File: src/rtl/alu_pkg.sv
// ---------------------------------------------------------------------------
// alu_pkg : shared ALU opcodes, widths and arbiter state type
// Rev 1.0
// ---------------------------------------------------------------------------
`default_nettype none

package alu_pkg;

  localparam int OP_W   = 4;
  localparam int DATA_W = 16;

  localparam logic [OP_W-1:0] OP_NOP = 4'b0000;
  localparam logic [OP_W-1:0] OP_ADD = 4'b0001;

  typedef logic [OP_W-1:0] alu_op_t;

  typedef enum logic [0:0] {
    EMPTY = 1'b0,
    FULL  = 1'b1
  } arb_state_t;

endpackage

`default_nettype wire

File: src/rtl/rr_arbiter.sv
// ---------------------------------------------------------------------------
// rr_arbiter : combinational round-robin arbiter, search starts at ptr
// Rev 1.0
// ---------------------------------------------------------------------------
`default_nettype none

module rr_arbiter #(
  parameter int N  = 4,
  parameter int PW = $clog2(N)
) (
  input  logic [N-1:0]  req,
  input  logic [PW-1:0] ptr,
  input  logic          enable,
  output logic [N-1:0]  grant,
  output logic [PW-1:0] grant_idx
);

  logic [PW:0]   w_sum;
  logic [PW-1:0] w_idx;
  logic          w_found;

  // Walk ptr, ptr+1, ... with wrap; the first asserted request wins.
  always_comb begin
    grant     = '0;
    grant_idx = '0;
    w_found   = 1'b0;
    w_sum     = '0;
    w_idx     = '0;
    if (enable) begin
      for (int k = 0; k < N; k++) begin
        w_sum = {1'b0, ptr} + (PW+1)'(k);
        if (w_sum >= (PW+1)'(N)) begin
          w_sum = w_sum - (PW+1)'(N);
        end
        w_idx = w_sum[PW-1:0];
        if (!w_found && req[w_idx]) begin
          w_found       = 1'b1;
          grant[w_idx]  = 1'b1;
          grant_idx     = w_idx;
        end
      end
    end
  end

endmodule

`default_nettype wire

File: src/rtl/alu_arbiter.sv
// ---------------------------------------------------------------------------
// alu_arbiter : round-robin sharing of one external ALU, 1-deep response slot
// Rev 1.0
// ---------------------------------------------------------------------------
`default_nettype none

module alu_arbiter #(
  parameter int NUM_REQ = 4,
  parameter int DATA_W  = 16,
  parameter int OP_W    = 4,
  parameter int ID_W    = $clog2(NUM_REQ)
) (
  input  logic                      clk,
  input  logic                      rst,
  input  logic [NUM_REQ-1:0]        req_valid,
  output logic [NUM_REQ-1:0]        req_ready,
  input  logic [NUM_REQ*OP_W-1:0]   req_op,
  input  logic [NUM_REQ*DATA_W-1:0] req_a,
  input  logic [NUM_REQ*DATA_W-1:0] req_b,
  output logic [OP_W-1:0]           alu_op,
  output logic [DATA_W-1:0]         alu_src_a,
  output logic [DATA_W-1:0]         alu_src_b,
  input  logic [DATA_W-1:0]         alu_result,
  output logic                      rsp_valid,
  input  logic                      rsp_ready,
  output logic [ID_W-1:0]           rsp_id,
  output logic [DATA_W-1:0]         rsp_result
);

  import alu_pkg::*;

  arb_state_t          r_state;
  logic [ID_W-1:0]     r_ptr;
  logic [ID_W-1:0]     r_rsp_id;
  logic [DATA_W-1:0]   r_rsp_result;

  logic                w_slot_free;
  logic [NUM_REQ-1:0]  w_grant;
  logic [ID_W-1:0]     w_grant_idx;
  logic                w_xfer;

  assign w_slot_free = (r_state == EMPTY) | rsp_ready;
  assign w_xfer      = |w_grant;

  // Held off during reset so no request is accepted or reaches the ALU.
  rr_arbiter #(
    .N  (NUM_REQ),
    .PW (ID_W)
  ) u_rr_arbiter (
    .req       (req_valid),
    .ptr       (r_ptr),
    .enable    (w_slot_free & ~rst),
    .grant     (w_grant),
    .grant_idx (w_grant_idx)
  );

  assign req_ready = w_grant;

  always_comb begin
    alu_op    = OP_W'(OP_NOP);
    alu_src_a = '0;
    alu_src_b = '0;
    if (w_xfer) begin
      alu_op    = req_op[w_grant_idx*OP_W +: OP_W];
      alu_src_a = req_a[w_grant_idx*DATA_W +: DATA_W];
      alu_src_b = req_b[w_grant_idx*DATA_W +: DATA_W];
    end
  end

  always_ff @(posedge clk) begin
    if (rst) begin
      r_state      <= EMPTY;
      r_ptr        <= '0;
      r_rsp_id     <= '0;
      r_rsp_result <= '0;
    end else if (w_xfer) begin
      r_state      <= FULL;
      r_rsp_id     <= w_grant_idx;
      r_rsp_result <= alu_result;
      r_ptr        <= (w_grant_idx == ID_W'(NUM_REQ-1)) ? '0 : w_grant_idx + 1'b1;
    end else if (rsp_ready) begin
      r_state <= EMPTY;
    end
  end

  assign rsp_valid  = (r_state == FULL);
  assign rsp_id     = r_rsp_id;
  assign rsp_result = r_rsp_result;

endmodule

`default_nettype wire

File: config.mk
export PLATFORM = sky130hd
export DESIGN_NAME = alu_arbiter
export DESIGN_NICKNAME = d
export VERILOG_FILES = /design/src/rtl/alu_pkg.sv /design/src/rtl/rr_arbiter.sv /design/src/rtl/alu_arbiter.sv
export SDC_FILE = /design/constraint.sdc
export NUM_CORES = 1
export LEC_CHECK = 0
export CORE_ASPECT_RATIO = 0.75
export CORE_MARGIN = 8
export CORE_UTILIZATION = 36
export DETAILED_ROUTE_END_ITERATION = 10
export PLACE_DENSITY = 0.88
export SYNTH_ARGS = -nofsm -noshare
export SYNTH_HDL_FRONTEND = slang
export SYNTH_SLANG_ARGS = --single-unit
export TNS_END_PERCENT = 20
File: constraint.sdc
create_clock -name clk -period 7 [get_ports clk]
set_input_delay 1.05 -clock clk [delete_from_list [all_inputs] [get_ports clk]]
set_output_delay 1.05 -clock clk [all_outputs]
set_load 0.01 [all_outputs]
# Word level (Yosys, flattened, before mapping)
# Index checks and enable logic that the tools add are counted.
[word_totals] output_inout_bits=59 elab_cells=96 register_bits=21 inputBits=167
[op_classes] order_cmp=12 muxes=49 bitwise_logic=7 reduce_logical=12 add_sub_neg=8 n_shift=3 n_eq_ne=1
[ops] operator="$shiftx 64x7->16" n=2
[ops] operator="$mux 4" n=9
[ops] operator="$mux 16" n=2
[ops] operator="$mux 2" n=14
[ops] operator="$mux 1" n=16
[ops] operator="$shiftx 16x5->4" n=1
[ops] operator="$lt 2x3->1 const B" n=4
[ops] operator="$or 4x4->4" n=3
[ops] operator="$ge 3x3->1 const B" n=3
[ops] operator="$bmux 1 s2" n=4
[ops] operator="$demux 1 s2" n=4
[ops] operator="$ge 2x1->1 const B" n=4
[ops] operator="$sub 2x1->2 const B" n=4
[ops] operator="$logic_and 1x1->1" n=7
[ops] operator="$add 2x2->3 const B" n=2
[ops] operator="$reduce_or 4->1" n=1
[ops] operator="$add 2x1->3 const B" n=1
[ops] operator="$ge 2x3->1 const B" n=1
[ops] operator="$logic_not 1->1" n=3
[ops] operator="$add 2x1->2 const B" n=1
[ops] operator="$eq 2x2->1 const B" n=1
[ops] operator="$not 1->1" n=2
[ops] operator="$reduce_bool 2->1" n=1
[ops] operator="$and 1x1->1" n=1
[ops] operator="$or 1x1->1" n=1

# Longest topological paths before layout
# Gate-level depths: netlist (run 1).
[depth] depth_word=22 mapped_depth=13 depth_no_buf=8

# Hierarchy
# From an unflattened synthesis (run 1), not the netlist that was laid out.
[unflattened] cells_unflattened=253 area_unflattened_um2=2449.8
[modules_own_cells] module="alu_arbiter" area_per_inst_um2=1893.1 instances=1 seq_area_each_um2=420.4 cells_each=177
[modules_own_cells] module="rr_arbiter" area_per_inst_um2=556.8 instances=1 seq_area_each_um2=0.0 cells_each=76

# Worst setup path after synthesis (run 1)
# Ideal clock, no wire load.
[synth_path] kind="flip-flop to output port" from="register r_ptr[0]" to="output alu_src_a[0]" arrival_ns=3.233 setup_slack_ns=2.717 path_buffers=5 path_stages_with_launch=14 required_ns=5.950 path_cell_list="dfxtp_1 -> clkbuf_1 -> inv_1 -> ha_1 -> buf_6 -> or3b_4 -> a2111oi_4 -> or2_1 -> buf_6 -> o311ai_4 -> buf_6 -> buf_12 -> mux4_2 -> nor2b_1"
[synth_between] elab_chain_cells=21 elab_cells_between_ends=78 cone_classes="add/sub: 7; order compare: 12; shift: 1; mux: 44; bitwise: 3; reduce/logical: 11"
[synth_rtl] element="from (decl)" line_no="alu_arbiter.sv:33" rtl="logic [ID_W-1:0] r_ptr;"
[synth_rtl] element="from (signal assigned)" line_no="alu_arbiter.sv:80" rtl="r_ptr <= (w_grant_idx == ID_W'(NUM_REQ-1)) ? '0 : w_grant_idx + 1'b1;"
[synth_rtl] element="$ge 2x3->1 / $sub 2x1->2 (equally long branches)" line_no="rr_arbiter.sv:32, rr_arbiter.sv:33"
[synth_rtl] element="$mux 2" line_no="rr_arbiter.sv:32" rtl="if (w_sum >= (PW+1)'(N)) begin"
[synth_rtl] element="$mux 2" line_no="rr_arbiter.sv:29" rtl="if (enable) begin"
[synth_rtl] element="$bmux 1 s2" line_no="rr_arbiter.sv:36" rtl="if (!w_found && req[w_idx]) begin"
[synth_rtl] element="$mux 1 (implied by the code)" line_no="rr_arbiter.sv:36"
[synth_rtl] element="$mux 1" line_no="rr_arbiter.sv:36"
[synth_rtl] element="$mux 1" line_no="rr_arbiter.sv:29"
[synth_rtl] element="$logic_not 1->1" line_no="rr_arbiter.sv:36"
[synth_rtl] element="(+5 left out)"
[synth_rtl] element="$mux 1" line_no="rr_arbiter.sv:36"
[synth_rtl] element="$mux 1" line_no="rr_arbiter.sv:29"
[synth_rtl] element="$logic_not 1->1" line_no="rr_arbiter.sv:36"
[synth_rtl] element="$logic_and 1x1->1" line_no="rr_arbiter.sv:36"
[synth_rtl] element="$mux 2 / $mux 4 (equally long branches)" line_no="rr_arbiter.sv:36"
[synth_rtl] element="$mux 2 / $mux 4 (equally long branches)" line_no="rr_arbiter.sv:29"
[synth_rtl] element="$shiftx 64x7->16 / $reduce_or 4->1 (equally long branches)" line_no="alu_arbiter.sv:65, alu_arbiter.sv:43"
[synth_rtl] element="$mux 16 (*)" line_no="alu_arbiter.sv:63" rtl="if (w_xfer) begin"
[synth_rtl] element="to (decl)" line_no="alu_arbiter.sv:21" rtl="output logic [DATA_W-1:0] alu_src_a,"
# Mark *: on every way between the ends. The rest lies on a longest branch, timed or not. The select of a mux whose other input is x is not followed.

# Final worst setup path (run 1)
[layout_path] from="register r_ptr[0]" to="output alu_src_b[0]"
[layout_between] elab_chain_cells=21 elab_cells_between_ends=78 cone_classes="add/sub: 7; order compare: 12; shift: 1; mux: 44; bitwise: 3; reduce/logical: 11"
[layout_rtl] element="$ge 2x3->1 / $sub 2x1->2 (equally long branches)" line_no="rr_arbiter.sv:32, rr_arbiter.sv:33"
[layout_rtl] element="$mux 2" line_no="rr_arbiter.sv:32"
[layout_rtl] element="$mux 2" line_no="rr_arbiter.sv:29"
[layout_rtl] element="$bmux 1 s2" line_no="rr_arbiter.sv:36"
[layout_rtl] element="$mux 1 (implied by the code)" line_no="rr_arbiter.sv:36"
[layout_rtl] element="$mux 1" line_no="rr_arbiter.sv:36"
[layout_rtl] element="$mux 1" line_no="rr_arbiter.sv:29"
[layout_rtl] element="$logic_not 1->1" line_no="rr_arbiter.sv:36"
[layout_rtl] element="(+5 left out)"
[layout_rtl] element="$mux 1" line_no="rr_arbiter.sv:36"
[layout_rtl] element="$mux 1" line_no="rr_arbiter.sv:29"
[layout_rtl] element="$logic_not 1->1" line_no="rr_arbiter.sv:36"
[layout_rtl] element="$logic_and 1x1->1" line_no="rr_arbiter.sv:36"
[layout_rtl] element="$mux 2 / $mux 4 (equally long branches)" line_no="rr_arbiter.sv:36"
[layout_rtl] element="$mux 2 / $mux 4 (equally long branches)" line_no="rr_arbiter.sv:29"
[layout_rtl] element="$shiftx 64x7->16 / $reduce_or 4->1 (equally long branches)" line_no="alu_arbiter.sv:66, alu_arbiter.sv:43"
[layout_rtl] element="$mux 16 (*)" line_no="alu_arbiter.sv:63"
[layout_rtl] element="to (decl)" line_no="alu_arbiter.sv:22" rtl="output logic [DATA_W-1:0] alu_src_b,"
# Marks and branches as above.

==> results.py, run 1 <==
metrics = {
    "run": {
        "drv_cap": 0,
    },
    "finish": {
        "drive_above_1_share": 0.155,
        "num-nets-final": 629,
        "n_fill_cell": 541,
        "area_growth_pct": 84.1,
        "fin_util": 0.688,
    },
    "floorplanning": {
        "start_util": 0.374,
        "dieArea_um2": 10700,
        "die_w_um": 117,
        "row_count": 27,
        "die_h_um": 91.7,
        "io_pins": 226,
        "core_area_um2": 7360,
    },
    "logic_synthesis": {
        "yosysWarnings": 0,
        "synth_cell_types": 52,
        "ys_async_sr_fraction": 0,
        "yosysSeqAreaShare": 0.153,
        "synth_most_common_cell": "nor2b_1",
        "synth_area_leaders": "mux4_2 26%, dfxtp_1 15%, nor2b_1 10%, mux4_1 6.7%, mux2_2 5.3%",
        "synth_flop_cell": "dfxtp_1",
        "synth_area_per_cell_um2": 11.3,
        "synth_seq_cells": 21,
        "syn_inst": 243,
        "synth_commonest_cells": "46 x nor2b_1, 32 x mux4_2, 21 x dfxtp_1",
        "synth_fp_nets": 418,
        "yosys.area.top_type": "mux4_2",
        "synth_edf_count": 0,
        "netlist_area_um2": 2750,
        "synth_top_area_frac": 0.262,
    },
    "routing": {
        "vias": 3000,
        "wl_um": 13000,
        "first_pass_iters": 4,
        "drc": 0,
        "vias_per_cell": 5.41,
        "drtAntennaViolNets": 0,
        "routedWlPerCell_um": 23.4,
        "drtIter0Drc": 124,
    },
    "pwr": {
        "total_power_uw": 1350,
        "p_leak_uw": 0.00185,
        "p_int_uw": 813,
        "irDropWorstVdd_v": 0.000187,
        "pwr-share-clk": 0.059,
        "p_per_area_nw_per_um2": 265,
        "switchingPower_uw": 532,
        "netSwitchingFraction": 0.396,
        "power_frac_comb": 0.785,
        "pwr-share-seq": 0.156,
    },
    "sta": {
        "maxSlewViolCount": 0,
        "rsz0062_at_grt": "false",
        "setup_viol": 0,
        "fin_worst_skew_ns": 0.000709,
        "fin_crit_ns": 6.07,
        "relSlewSlack": 0.481,
        "tightest_slew_ns": 0.778,
        "min_period_over_period": 0.868,
        "hold_viol": 0,
        "clock.fmax_mhz": 165,
        "setup_tns_ns": 0,
        "setup_ws_ns": 0.926,
        "whs_ns": 0.504,
    },
    "critical_path": {
        "worstPathCellList": "inv_1 > ha_1 > nor4bb_1 > o21a_1 > or2_1 > o311ai_4 > buf_12 > mux4_1 > nor2b_1 > clkdlybuf4s50_1",
        "cp.arrival_ns": 5.02,
        "cpMaxStageDelayCell": "dfxtp_1",
        "cp_max_fo": 30,
        "crit_type": "reg2out",
        "start_kind": "flip-flop",
        "end_kind": "output pin",
        "cp_data_required_time_ns": 5.95,
        "slowest_delay_ns": 0.83,
    },
    "clocking": {
        "clockBufferDepth": 2,
        "cts-buffers-inserted": 3,
        "cts_hold_buf": 0,
        "htreeDepth": 1,
        "ctsResizeCount": 0,
        "clock-sinks": 21,
        "cts_setup_buffers": 0,
        "cts_tree": "done",
        "clk_pin_slew_ns": 0.07,
        "clk_latency_ns": 0.26,
        "cts_root_buf": "clkbuf_8",
    },
    "global_routing": {
        "grt_usage": 0.228,
        "antenna_found_initial": 1,
        "gr-total-overflow": 0,
        "grt_pass1_wl_um": 18700,
        "grt_pass1_vias": 3105,
        "grt_start_max_net_pins": 34,
    },
    "placed_design": {
        "place_hpwl_um": 11100,
        "place_ws_ns": 1.14,
        "port_buffers": 225,
        "gp_congestion": 0.920,
    },
    "min_path": {
        "hp-class": "reg2reg",
    },
    "status": {
        "outcome": "finished clean",
    },
}
layout make-up:
cell class	count	area (um^2)	area share
antenna	1	2.50	0.000494
clock buffer	4	45.0	0.00889
inverter	7	26.3	0.00518
multi-input combinational	191	2150	0.423
sequential	21	420	0.0829
tap	101	126	0.0249
timing repair buffer	230	2300	0.454
kinds of logic (layout without fill, tap and decap cells):
| logic type | Yosys count | after routing | synth area share |
|---|---|---|---|
| xor+xnor | 1 | 1 | 0.00318 |
| flops | 21 | 21 | 0.153 |
| buf+inv | 31 | 241 | 0.0745 |
| other cells | 0 | 1 | 0 |
| fa+ha+maj | 8 | 8 | 0.0364 |
| simple gates | 91 | 91 | 0.222 |
| compound gates | 31 | 31 | 0.0977 |
| mux | 60 | 60 | 0.413 |
power groups by stage:
stage	clock network [uW]	logic [uW]	registers, uW
finish	79.0	1060	210
global route	84.9	1130	218
CTS	81.8	1060	211
detailed placement	0	1060	212
global placement	0	1040	208
floorplan	0	637	214
critical path: cells and delay by family, from the launching register on:
| family | cells | cell delay [ns] |
|---|---|---|
| adders and majority gates | 1 | 0.53 |
| DFF | 1 | 0.83 |
| AOI/OAI and AO/OA | 2 | 0.89 |
| and+or+nand+nor | 3 | 0.66 |
| muxes | 1 | 0.60 |
| buffers and inverters | 3 | 1.23 |
stage by stage:
step                std cells  cell area, um^2
finish                    555             5070
global route              555             5070
CTS                       554             5070
detailed placement        550             5020
global placement          550             5020
floorplan                 243             2750
layout by cell type (no fill, tap or decap), types with 3 or more instances in the layout:
cell type        synthesis  final
a31oi_1                  4      4
inv_1                    7      7
dfxtp_1                 21     21
clkdlybuf4s50_1          0    225
mux4_2                  32     32
nor2b_1                 46     46
clkbuf_8                 0      3
nand2_1                 13     13
mux2_2                  13     13
nor2b_4                  9      9
mux2_1                   5      5
nor2_1                   3      3
nor3b_1                  3      3
mux2i_1                  3      3
ha_1                     8      8
nand3_1                  5      5
a21oi_1                  6      5
buf_4                    4      4
mux4_1                   7      7
worst paths after layout:
path	from	end	slack [ns]	depth (start not counted)
worst max-delay path	r_ptr[0]$_SDFFE_PP0P_	alu_src_b[0]	0.93	10
worst min-delay path	rsp_id[0]$_SDFFE_PP0P_	rsp_id[0]$_SDFFE_PP0P_	0.50	1
worst max register to register	r_ptr[0]$_SDFFE_PP0P_	r_ptr[0]$_SDFFE_PP0P_	2.95	9
worst min register to register	rsp_id[0]$_SDFFE_PP0P_	rsp_id[0]$_SDFFE_PP0P_	0.50	1
state kept, by name, indices dropped and copies added, names as in the netlist:
name / flops
rsp_id: 2
rsp_valid: 1
r_ptr: 2
rsp_result: 16
layer usage:
layer  vias up  GRT usage  share of wire
met2       157      0.403           0.51
met1      1480      0.254           0.36
met3        14     0.0819           0.12
met4         0     0.0531          0.014
met5         -          0              0
li1       1349          -              -
Power figures use the tool's default switching activity.
==> run 2, diff against run 1 <==
==> constraint.sdc (replaced) <==
create_clock -name clk -period 7 [get_ports clk]
set_input_delay 1.05 -clock clk [delete_from_list [all_inputs] [get_ports clk]]
set_output_delay 1.05 -clock clk [all_outputs]
set_load 0.1 [all_outputs]
==> run 2 against run 1 <==
Final cell count fell by 0.36%. Power is 60% higher. Routed wire length down 0.80%. Critical path depth fell by 2. Setup slack better by 0.35 ns. Via count down 1.2%. Global-route usage is 0.60 points lower. Cell area fell by 2.0%. Clock power up 2%. Sequential cell count unchanged. Largest power group unchanged.
==> results.py, run 2 (synthesis gave the netlist of run 1 again) <==
metrics = {
    "status": {
        "outcome": "finished clean",
    },
    "clocking": {
        "ctsResizeCount": 0,
        "clockBufferDepth": 2,
        "cts_hold_buf": 0,
        "clk_pin_slew_ns": 0.08,
        "cts_setup_buffers": 0,
        "clk_latency_ns": 0.26,
        "htreeDepth": 1,
        "cts_root_buf": "clkbuf_8",
        "cts-buffers-inserted": 3,
        "clock-sinks": 21,
        "cts_tree": "done",
    },
    "critical_path": {
        "cp.arrival_ns": 4.67,
        "start_kind": "flip-flop",
        "crit_type": "reg2out",
        "cp_max_fo": 18,
        "reg2regPathDepth": 9,
        "end_kind": "output pin",
        "cp_data_required_time_ns": 5.95,
    },
    "min_path": {
        "hold_depth": 1,
        "hp-class": "reg2reg",
    },
    "finish": {
        "seqCellArea_um2": 420,
        "largest_register_ff_count": 16,
        "multi_input_area_um2": 2150,
        "area_growth_pct": 80.5,
        "diodes": 0,
        "num-nets-final": 628,
        "n_fill_cell": 539,
        "final_cell_mix": "189 x clkdlybuf4s50_1, 46 x nor2b_1, 39 x buf_4",
        "fin_util": 0.675,
        "drive_above_1_share": 0.232,
        "finalNonFillerCells": 553,
        "stdcell_area_um2": 4970,
        "layout.cells.most_common": "clkdlybuf4s50_1",
    },
    "global_routing": {
        "antenna_found_initial": 1,
        "grt_usage": 0.222,
        "gr-total-overflow": 0,
        "grt_start_max_net_pins": 43,
        "grt_pass1_wl_um": 18300,
        "grt_pass1_vias": 3080,
    },
    "sta": {
        "fin_worst_skew_ns": 0.00745,
        "maxSlewViolCount": 0,
        "min_period_over_period": 0.818,
        "relSlewSlack": 0.313,
        "setup_viol": 0,
        "fin_crit_ns": 5.72,
        "clock.fmax_mhz": 175,
        "setup_tns_ns": 0,
        "tightest_slew_ns": 1.03,
        "hold_viol": 0,
        "rsz0062_at_grt": "false",
        "whs_ns": 0.505,
    },
    "floorplanning": {
        "die_h_um": 91.7,
        "io_pins": 226,
        "start_util": 0.374,
        "dieArea_um2": 10700,
        "row_count": 27,
        "die_w_um": 117,
        "core_area_um2": 7360,
    },
    "routing": {
        "drc": 0,
        "routedWlPerCell_um": 23.3,
        "vias": 2963,
        "drtAntennaViolNets": 0,
        "vias_per_cell": 5.36,
        "drtIter0Drc": 313,
        "first_pass_iters": 4,
        "wl_um": 12900,
    },
    "pwr": {
        "p_leak_uw": 0.00190,
        "p_per_area_nw_per_um2": 433,
        "irDropWorstVdd_v": 0.000404,
    },
    "placed_design": {
        "port_buffers": 225,
        "place_area_um2": 4920,
        "gp_congestion": 0.853,
        "place_hpwl_um": 10800,
        "placed_cells": 549,
    },
    "run": {
        "drv_cap": 0,
    },
}
-- run 2: changes by cell type in the layout (fill, tap and decap cells not counted), sizes merged --
| cell | delta |
|---|---|
| diode | -1 |
| buf | +35 |
| clkdlybuf4s50 | -36 |
-- run 2: report_power, final --
| part | total (uW) | switching (uW) | internal (uW) |
|---|---|---|---|
| Clock | 80.5 | 39.9 | 40.6 |
| Combinational | 1860 | 1280 | 578 |
| Sequential | 210 | 42.3 | 167 |
-- run 2: final timing paths --
check                                end  slack (ns)                   start
min               rsp_id[0]$_SDFFE_PP0P_        0.50  rsp_id[0]$_SDFFE_PP0P_
min reg2reg       rsp_id[0]$_SDFFE_PP0P_        0.50  rsp_id[0]$_SDFFE_PP0P_
max                         req_ready[0]        1.28   r_ptr[0]$_SDFFE_PP0P_
max reg2reg  rsp_result[10]$_SDFFE_PP0P_        2.83   r_ptr[0]$_SDFFE_PP0P_
-- run 2: cell type report --
class | count | area share
sequential | 21 | 0.0846
timing repair buffer | 229 | 0.444
clock buffer | 4 | 0.00907
inverter | 7 | 0.00529
tap | 101 | 0.0254
multi-input combinational | 191 | 0.432
-- run 2: worst max-delay path, stage by stage (launching register included) --
cell	delay (ns)
dfxtp_1	0.81
inv_1	0.39
ha_1	0.53
or3b_4	0.46
a2111oi_4	0.36
or2_1	0.33
nand2_1	0.10
a31oi_1	0.22
clkdlybuf4s50_1	1.19
-- run 2: stage by stage --
stage,worst slack (ns),power (uW)
floorplan,1.61,1680
global placement,1.69,2050
detailed placement,1.56,2070
CTS,1.30,2150
global route,1.05,2230
finish,1.28,2150
-- run 2: metal layers --
layer,vias to the layer above,global-route usage,wire length (um)
li1,1347,-,-
met3,22,0.0648,1280
met1,1429,0.257,4910
met5,-,0,10
met2,163,0.392,6390
met4,2,0.0521,293
